$ cat config.mk
export PLATFORM = sky130hd
export DESIGN_NAME = fifo_wptr_full
export DESIGN_NICKNAME = d
export VERILOG_FILES = /design/src/rtl/fifo_pkg.sv /design/src/rtl/gray_ptr_counter.sv /design/src/rtl/fifo_wptr_full.sv
export SDC_FILE = /design/constraint.sdc
export NUM_CORES = 1
export LEC_CHECK = 0
export ABC_AREA = 0
export BUFFER_PORTS_ARGS = -buffer_cell sky130_fd_sc_hd__buf_2
export CORE_ASPECT_RATIO = 0.75
export CORE_MARGIN = 5
export CORE_UTILIZATION = 51
export DETAILED_ROUTE_END_ITERATION = 16
export PLACE_DENSITY = 0.78
export SLEW_MARGIN = 0
export SYNTH_ARGS = -nofsm -noshare
export SYNTH_HDL_FRONTEND = slang
export SYNTH_HIERARCHICAL = 1
export SYNTH_SLANG_ARGS = --single-unit
$ cat constraint.sdc
create_clock -name clk -period 3.8 [get_ports clk]
set_clock_uncertainty 0.2 [all_clocks]
set_input_delay 0.38 -clock clk [delete_from_list [all_inputs] [get_ports clk]]
set_output_delay 0.38 -clock clk [all_outputs]
set_load 0.02 [all_outputs]
$ cat src/rtl/fifo_pkg.sv
// Shared pointer helpers for both sides of the asynchronous FIFO.
// Gray/binary conversions work on a 32-bit word; callers size-cast to their pointer width.
package fifo_pkg;

    localparam int unsigned PTR_WORD_W = 32;

    typedef logic [PTR_WORD_W-1:0] ptr_word_t;

    // One extra pointer bit beyond the address distinguishes full from empty.
    function automatic int unsigned ptr_width(input int unsigned addr_width);
        return addr_width + 1;
    endfunction

    function automatic ptr_word_t bin2gray(input ptr_word_t bin);
        return bin ^ (bin >> 1);
    endfunction

    // Prefix XOR from the MSB down; leading zeros of a narrow pointer are harmless.
    function automatic ptr_word_t gray2bin(input ptr_word_t gray);
        ptr_word_t bin;
        bin = gray;
        for (int unsigned s = 1; s < PTR_WORD_W; s = s << 1) begin
            bin = bin ^ (bin >> s);
        end
        return bin;
    endfunction

endpackage

$ cat src/rtl/gray_ptr_counter.sv
// Binary/Gray pointer register pair with increment enable; shared by the
// write-full and read-empty pointer generators.
module gray_ptr_counter
    import fifo_pkg::*;
#(
    parameter int unsigned WIDTH = 7
) (
    input  logic             clk,
    input  logic             rstn,
    input  logic             inc,
    output logic [WIDTH-1:0] bin_next,
    output logic [WIDTH-1:0] gray_next,
    output logic [WIDTH-1:0] gray,
    output logic [WIDTH-2:0] addr
);

    logic [WIDTH-1:0] bin_q;
    logic [WIDTH-1:0] bin_d;
    logic [WIDTH-1:0] gray_q;
    logic [WIDTH-1:0] gray_d;

    always_comb begin
        bin_d  = bin_q + WIDTH'(inc);
        gray_d = WIDTH'(bin2gray(ptr_word_t'(bin_d)));
    end

    always_ff @(posedge clk or negedge rstn) begin
        if (!rstn) begin
            bin_q  <= '0;
            gray_q <= '0;
        end else begin
            bin_q  <= bin_d;
            gray_q <= gray_d;
        end
    end

    assign bin_next  = bin_d;
    assign gray_next = gray_d;
    assign gray      = gray_q;
    assign addr      = bin_q[WIDTH-2:0];

endmodule

$ cat src/rtl/fifo_wptr_full.sv
// Write-domain pointer, full flag, level and overflow for the asynchronous FIFO.
// Optional almost-full flag is built only when FIFO_AFULL_EN is defined.
module fifo_wptr_full
    import fifo_pkg::*;
#(
    parameter int unsigned ADDR_WIDTH   = 6,
    parameter int unsigned AFULL_THRESH = 2**ADDR_WIDTH - 4
) (
    input  logic                  clk,
    input  logic                  rstn,
    input  logic                  winc,
    input  logic [ADDR_WIDTH:0]   rptr_sync,
    output logic                  wen,
    output logic [ADDR_WIDTH-1:0] waddr,
    output logic [ADDR_WIDTH:0]   wptr,
    output logic                  wfull,
    output logic [ADDR_WIDTH:0]   wlevel,
    output logic                  overflow,
    output logic                  afull
);

    localparam int unsigned PTR_W = ptr_width(ADDR_WIDTH);
    localparam int unsigned DEPTH = 2**ADDR_WIDTH;

    if (AFULL_THRESH < 1 || AFULL_THRESH > DEPTH) begin : g_bad_thresh
        $error("fifo_wptr_full: AFULL_THRESH must lie in 1..2**ADDR_WIDTH");
    end

    logic [PTR_W-1:0] wbin_next;
    logic [PTR_W-1:0] wgray_next;
    logic [PTR_W-1:0] wgray;
    logic [PTR_W-1:0] rbin_s;
    logic [PTR_W-1:0] rgray_full;

    logic             wfull_q;
    logic             wfull_d;
    logic [PTR_W-1:0] wlevel_q;
    logic [PTR_W-1:0] wlevel_d;
    logic             overflow_q;
    logic             overflow_d;

    assign wen = winc & ~wfull_q;

    gray_ptr_counter #(
        .WIDTH (PTR_W)
    ) u_wptr (
        .clk       (clk),
        .rstn      (rstn),
        .inc       (wen),
        .bin_next  (wbin_next),
        .gray_next (wgray_next),
        .gray      (wgray),
        .addr      (waddr)
    );

    // Full when next write pointer has lapped the read pointer by one depth:
    // in Gray code that is the read pointer with its top two bits inverted.
    always_comb begin
        rbin_s     = PTR_W'(gray2bin(ptr_word_t'(rptr_sync)));
        rgray_full = {~rptr_sync[ADDR_WIDTH -: 2], rptr_sync[ADDR_WIDTH-2:0]};
        wfull_d    = (wgray_next == rgray_full);
        wlevel_d   = wbin_next - rbin_s;
        overflow_d = overflow_q | (winc & wfull_q);
    end

    always_ff @(posedge clk or negedge rstn) begin
        if (!rstn) begin
            wfull_q    <= 1'b0;
            wlevel_q   <= '0;
            overflow_q <= 1'b0;
        end else begin
            wfull_q    <= wfull_d;
            wlevel_q   <= wlevel_d;
            overflow_q <= overflow_d;
        end
    end

`ifdef FIFO_AFULL_EN
    logic afull_q;
    logic afull_d;

    always_comb begin
        afull_d = (wlevel_d >= PTR_W'(AFULL_THRESH));
    end

    always_ff @(posedge clk or negedge rstn) begin
        if (!rstn) begin
            afull_q <= 1'b0;
        end else begin
            afull_q <= afull_d;
        end
    end

    assign afull = afull_q;
`else
    assign afull = 1'b0;
`endif

    assign wptr     = wgray;
    assign wfull    = wfull_q;
    assign wlevel   = wlevel_q;
    assign overflow = overflow_q;

endmodule

Word-level counts from Yosys, hierarchy flattened
Index checks and enable logic that the tools add are counted.

Add/subtract/negate cells: 2. Eq/ne operators: 1. Bitwise operators: 11.

Operators with widths (number): XOR 7 x 1 -> 7 bit (second input constant) (2); XOR 7 x 6 -> 7 bit (2); adder 7 x 1 -> 7 bit (1); equality test 7 bit (1); subtractor 7 bit (1); XOR 7 x 3 -> 7 bit (1); XOR 7 x 5 -> 7 bit (1); AND 1 bit (2); inverter 2 bit (1); inverter 1 bit (1); OR 1 bit (1).

Flip-flop bits (word level): 23. Input port bits: 10. Output and inout bits: 24. Word-level logic and storage cells: 19.

Depth between registers and ports, before layout
Depth in word-level cells: 6. Gate-level depth with buffers: 12. Gate-level depth less buffers: 12.

By module
Netlist, hierarchy kept.

By module, submodules not included: fifo_wptr_full (times used 1, cells an instance 67, area each 676.9 µm², seq. area each 225.2 µm²); gray_ptr_counter (times used 1, cells an instance 40, area each 529.3 µm², seq. area each 325.3 µm²).

Worst setup path before layout
Ideal clock, no wire load.

Kind: register -> register. Start point: reg wfull_q, in the netlist wfull. End point: reg wlevel_q[6], in the netlist wlevel[6]. Library setup time: 0.069 ns. Data arrival time: 2.798 ns. Data required time: 3.531 ns. Path slack: 0.734 ns. Stages on the path, launching flop included: 12. Buffers on the path: 0. Period minus slack after synthesis: 3.066 ns. Cell sequence: dfrtp_1 nor2b_1 ha_1 nand2_1 xor2_1 inv_1 ha_1 nor2b_1 o21ai_0 a21boi_0 or4_1 nand3_1.

Cells in the longest elaborated chain, start to end: 4.

Ends and longest elaborated chain: from (decl) (RTL line fifo_wptr_full.sv:35) `logic wfull_q;`; from (signal assigned) (RTL line fifo_wptr_full.sv:72) `wfull_q <= wfull_d;`; inverter 1 bit (RTL line fifo_wptr_full.sv:42) `assign wen = winc & ~wfull_q;`; AND 1 bit (RTL line fifo_wptr_full.sv:42); named net wen (RTL line fifo_wptr_full.sv:13) `output logic wen,`; adder 7 x 1 -> 7 bit (RTL line gray_ptr_counter.sv:23) `bin_d = bin_q + WIDTH'(inc);`; named net wbin_next[2] (RTL line fifo_wptr_full.sv:29) `logic [PTR_W-1:0] wbin_next;`; subtractor 7 bit (RTL line fifo_wptr_full.sv:62) `wlevel_d = wbin_next - rbin_s;`; named net wlevel_d[6] (RTL line fifo_wptr_full.sv:38) `logic [PTR_W-1:0] wlevel_d;`; to (signal assigned) (RTL line fifo_wptr_full.sv:73) `wlevel_q <= wlevel_d;`; to (decl) (RTL line fifo_wptr_full.sv:37) `logic [PTR_W-1:0] wlevel_q;`.

The timed path passes the listed nets, and every way through them passes these cells.

Final worst setup path
Start point: in rptr_sync[6]. End point: reg wlevel_q[6], in the netlist wlevel[6].

Cells in the longest elaborated chain, start to end: 6.

Ends and longest elaborated chain: from (decl) (RTL line fifo_wptr_full.sv:12) `input logic [ADDR_WIDTH:0] rptr_sync,`; XOR 7 x 6 -> 7 bit (RTL line fifo_pkg.sv:23) `bin = bin ^ (bin >> s);`; XOR 7 x 5 -> 7 bit (RTL line fifo_pkg.sv:23); XOR 7 x 3 -> 7 bit (RTL line fifo_pkg.sv:23); XOR 7 x 1 -> 7 bit (2 in series) (RTL line fifo_pkg.sv:23); subtractor 7 bit (RTL line fifo_wptr_full.sv:62); named net wlevel_d[6] (RTL line fifo_wptr_full.sv:38).

The timed path passes the listed nets, and every way through them passes these cells.

==> flow_summary.ini <==
[run_status]
status = complete, no violations

[synth]
synth_seq_cells = 22
synth_mux_area_frac = 0
syn-num-nets = 126
postSynthCellCount = 107
synth_top_family_by_area = XOR/XNOR gates
synthAdderAreaFrac = 0.0996
synth_simple_gate_area_frac = 0.110
synth_compound_area_frac = 0.0477
yosysSeqAreaShare = 0.456
synth_xor_area_frac = 0.233
syn_area_sq_mm = 0.00121
synth_cell_types = 25
ys_warn_count = 6
syn_area_per_cell_sq_um = 11.3

[floorplan]
ioPinCount = 34
die-area_sq_mm = 0.00345
initial_core_util = 0.531
rows = 15
die_h_microns = 52.1
core-area_sq_mm = 0.00227
die_w_microns = 66.2

[critical_path]
critical_path_required_ns = 3.80
path_delay_family = XOR/XNOR gates
crit_path_max_incr_delay_ns = 0.46
cp_cell_sequence = buf_2, xnor3_2, xor2_2, xor2_2, xor2_2, xnor2_1, ha_1, fa_1, nor2b_1, o21ai_0, a21boi_0, or4_1, nand3_1
cp_num_buf_inv = 1
cp_common_cell = xor2_2
crit_slowest_cell = xnor3_2
criticalPathCategory = input pin to register
critPathArrivalTime_ns = 3.02
worstPathMaxFanout = 4
crit_path_end_kind = register
start_kind = input pin

[global_route]
grt_max_degree = 23
grt_pass1_wl_microns = 3730
grt_pass1_vias = 830
overflow = 0
grtUsageTotal = 0.146
antenna_found_initial = 0

[sta]
max_freq_mhz = 331
rsz0062_at_grt = no
hold_ws_ns = 0.0814
post-route-period-util = 0.794
slew_violations = 0
layout_min_cycle_time_ns = 3.02
setup_viol = 0
setup-tns-final_ns = 0
hold_viol_final = 0

[clocking]
worstSkewPairLatency_ns = 0.31
cts_buffer_depth = 2
cts_resized = 0
cts.sink_count = 22
cts_max_level = 1
cts_tree = built
cts_made_buffers = 3
cts_hold_buf = 1
post_cts_buffers = 0
path_clk_slew_ns = 0.12
cts-root-buf = clkbuf_4

[routing]
drc = 0
drt_iter0_drc = 23
antenna_left = 0
avgViaCountPerCell = 4.77
vias = 840
wl_microns = 2190
first_pass_iters = 4
wl_per_cell_microns = 12.4

[pwr]
p_sw_uw = 682
clkPwrFrac = 0.118
combinationalPowerShare = 0.604
p_per_area_mw_per_mm2 = 1030
ir_worst_vdd_mv = 0.537
p_int_uw = 822
seqPwrFrac = 0.277
p_leak_uw = 0.000736
power_uw = 1500
swShare = 0.453

[finish]
area_growth_pct = 20.7
layout.cells.non_filler = 176
diodes = 0
finalNetCount = 162
fin_area_sq_mm = 0.00146
layout-drive-gt1-share = 0.303

[worst_hold_path]
hold_class = input pin to register

[placement]
placed_cell_area_sq_mm = 0.00139
hpwl_microns = 1770
dp.cells = 171
port_buffers = 32
gp_congestion = 0.771

[job]
cap_violations = 0
[synth_stat cells]
master,n,area (sq um)
a21o_1,1,7.51
nor2b_1,3,18.8
dfrtp_1,22,551
conb_1,1,3.75
a21oi_1,2,10.0
nand4_1,2,12.5
nor2_2,1,6.26
ha_1,8,100
inv_1,12,45.0
xnor3_2,1,23.8
nand2_1,4,15.0
a21boi_0,2,15.0
nand3_2,1,10.0
o211ai_1,2,15.0
o21ai_0,2,10.0
buf_4,2,15.0
nor2_1,5,18.8
xor2_1,9,78.8
nor3_1,2,10.0
nor4_1,1,6.26
xor2_2,4,65.1
or4_1,2,15.0
xnor2_1,13,114
fa_1,1,20.0
nand3_1,4,20.0
[state kept, by name (all words and copies together) (netlist names)]
name / cells
overflow: 1
u_wptr/bin_q: 7
u_wptr/gray: 6
wfull: 1
wlevel: 7
[power groups by stage]
stage	combinational, uW	sequential, uW	clock (uW)
after floorplan	535	567	0
after detailed placement	910	424	0
after global placement	893	420	0
final	909	417	178
after global routing	1020	433	197
after CTS	920	418	187
[per-layer routing]
layer | wire [microns] | track usage
met2 | 992 | 0.224
met5 | 0 | 0
met3 | 155 | 0.0475
met4 | 23 | 0.0405
met1 | 1020 | 0.199
[cells by family (layout without fill, tap and decap cells)]
| family | after synthesis | in the layout |
|---|---|---|
| compound gates | 9 | 9 |
| flops | 22 | 22 |
| simple gates | 25 | 25 |
| buf+inv | 14 | 49 |
| other cells | 1 | 1 |
| xor+xnor | 27 | 27 |
| fa+ha+maj | 9 | 9 |
[layout by cell type (no fill, tap or decap), types with 2 or more instances in the layout]
cell / n
xor2_2: 4
nor3_1: 2
buf_2: 32
a21boi_0: 2
nor2_1: 5
o21ai_0: 2
dfrtp_1: 22
a21oi_1: 2
xor2_1: 9
ha_1: 8
clkbuf_4: 3
xnor2_1: 13
or4_1: 2
nand3_1: 4
nand2_1: 4
inv_1: 12
o211ai_1: 2
nor2b_1: 3
nand4_1: 2
[stage by stage]
step,setup WS [ns],util
2_1_floorplan,0.734,-
6_report,0.782,0.641
3_5_place_dp,0.430,0.614
3_3_place_gp,0.489,0.614
5_1_grt,0.524,0.641
4_1_cts,0.787,0.641
[layout make-up]
cell class | instances | area, sq um
Multi-Input combinational cell | 71 | 596
Sequential cell | 22 | 551
Fill cell | 187 | 815
Inverter | 12 | 45.0
Timing Repair Buffer | 33 | 170
Tap cell | 34 | 42.5
Clock inverter | 1 | 30.0
Clock buffer | 3 | 22.5
[worst reg2reg max path, stage by stage (launching register included)]
cell and delay, ns:
dfrtp_1 0.42, nor2b_1 0.22, ha_1 0.24, nand2_1 0.08
xor2_1 0.32, inv_1 0.13, ha_1 0.35, nor2b_1 0.14
o21ai_0 0.19, a21boi_0 0.16, or4_1 0.41, nand3_1 0.09
[path summary, 6_finish.rpt]
kind / startpoint / end / slack [ns] / cells past startpoint
worst max register to register: wfull / wlevel[6] / 0.81 / 11
max in group asynchronous: rstn / u_wptr/gray[3] / 2.73 / 2
worst min-delay path: winc / overflow / 0.08 / 2
min in group asynchronous: rstn / u_wptr/bin_q[6] / 0.35 / 2
worst max-delay path: rptr_sync[6] / wlevel[6] / 0.78 / 13
worst min register to register: overflow / overflow / 0.27 / 1
(Power assumes the default switching activity.)
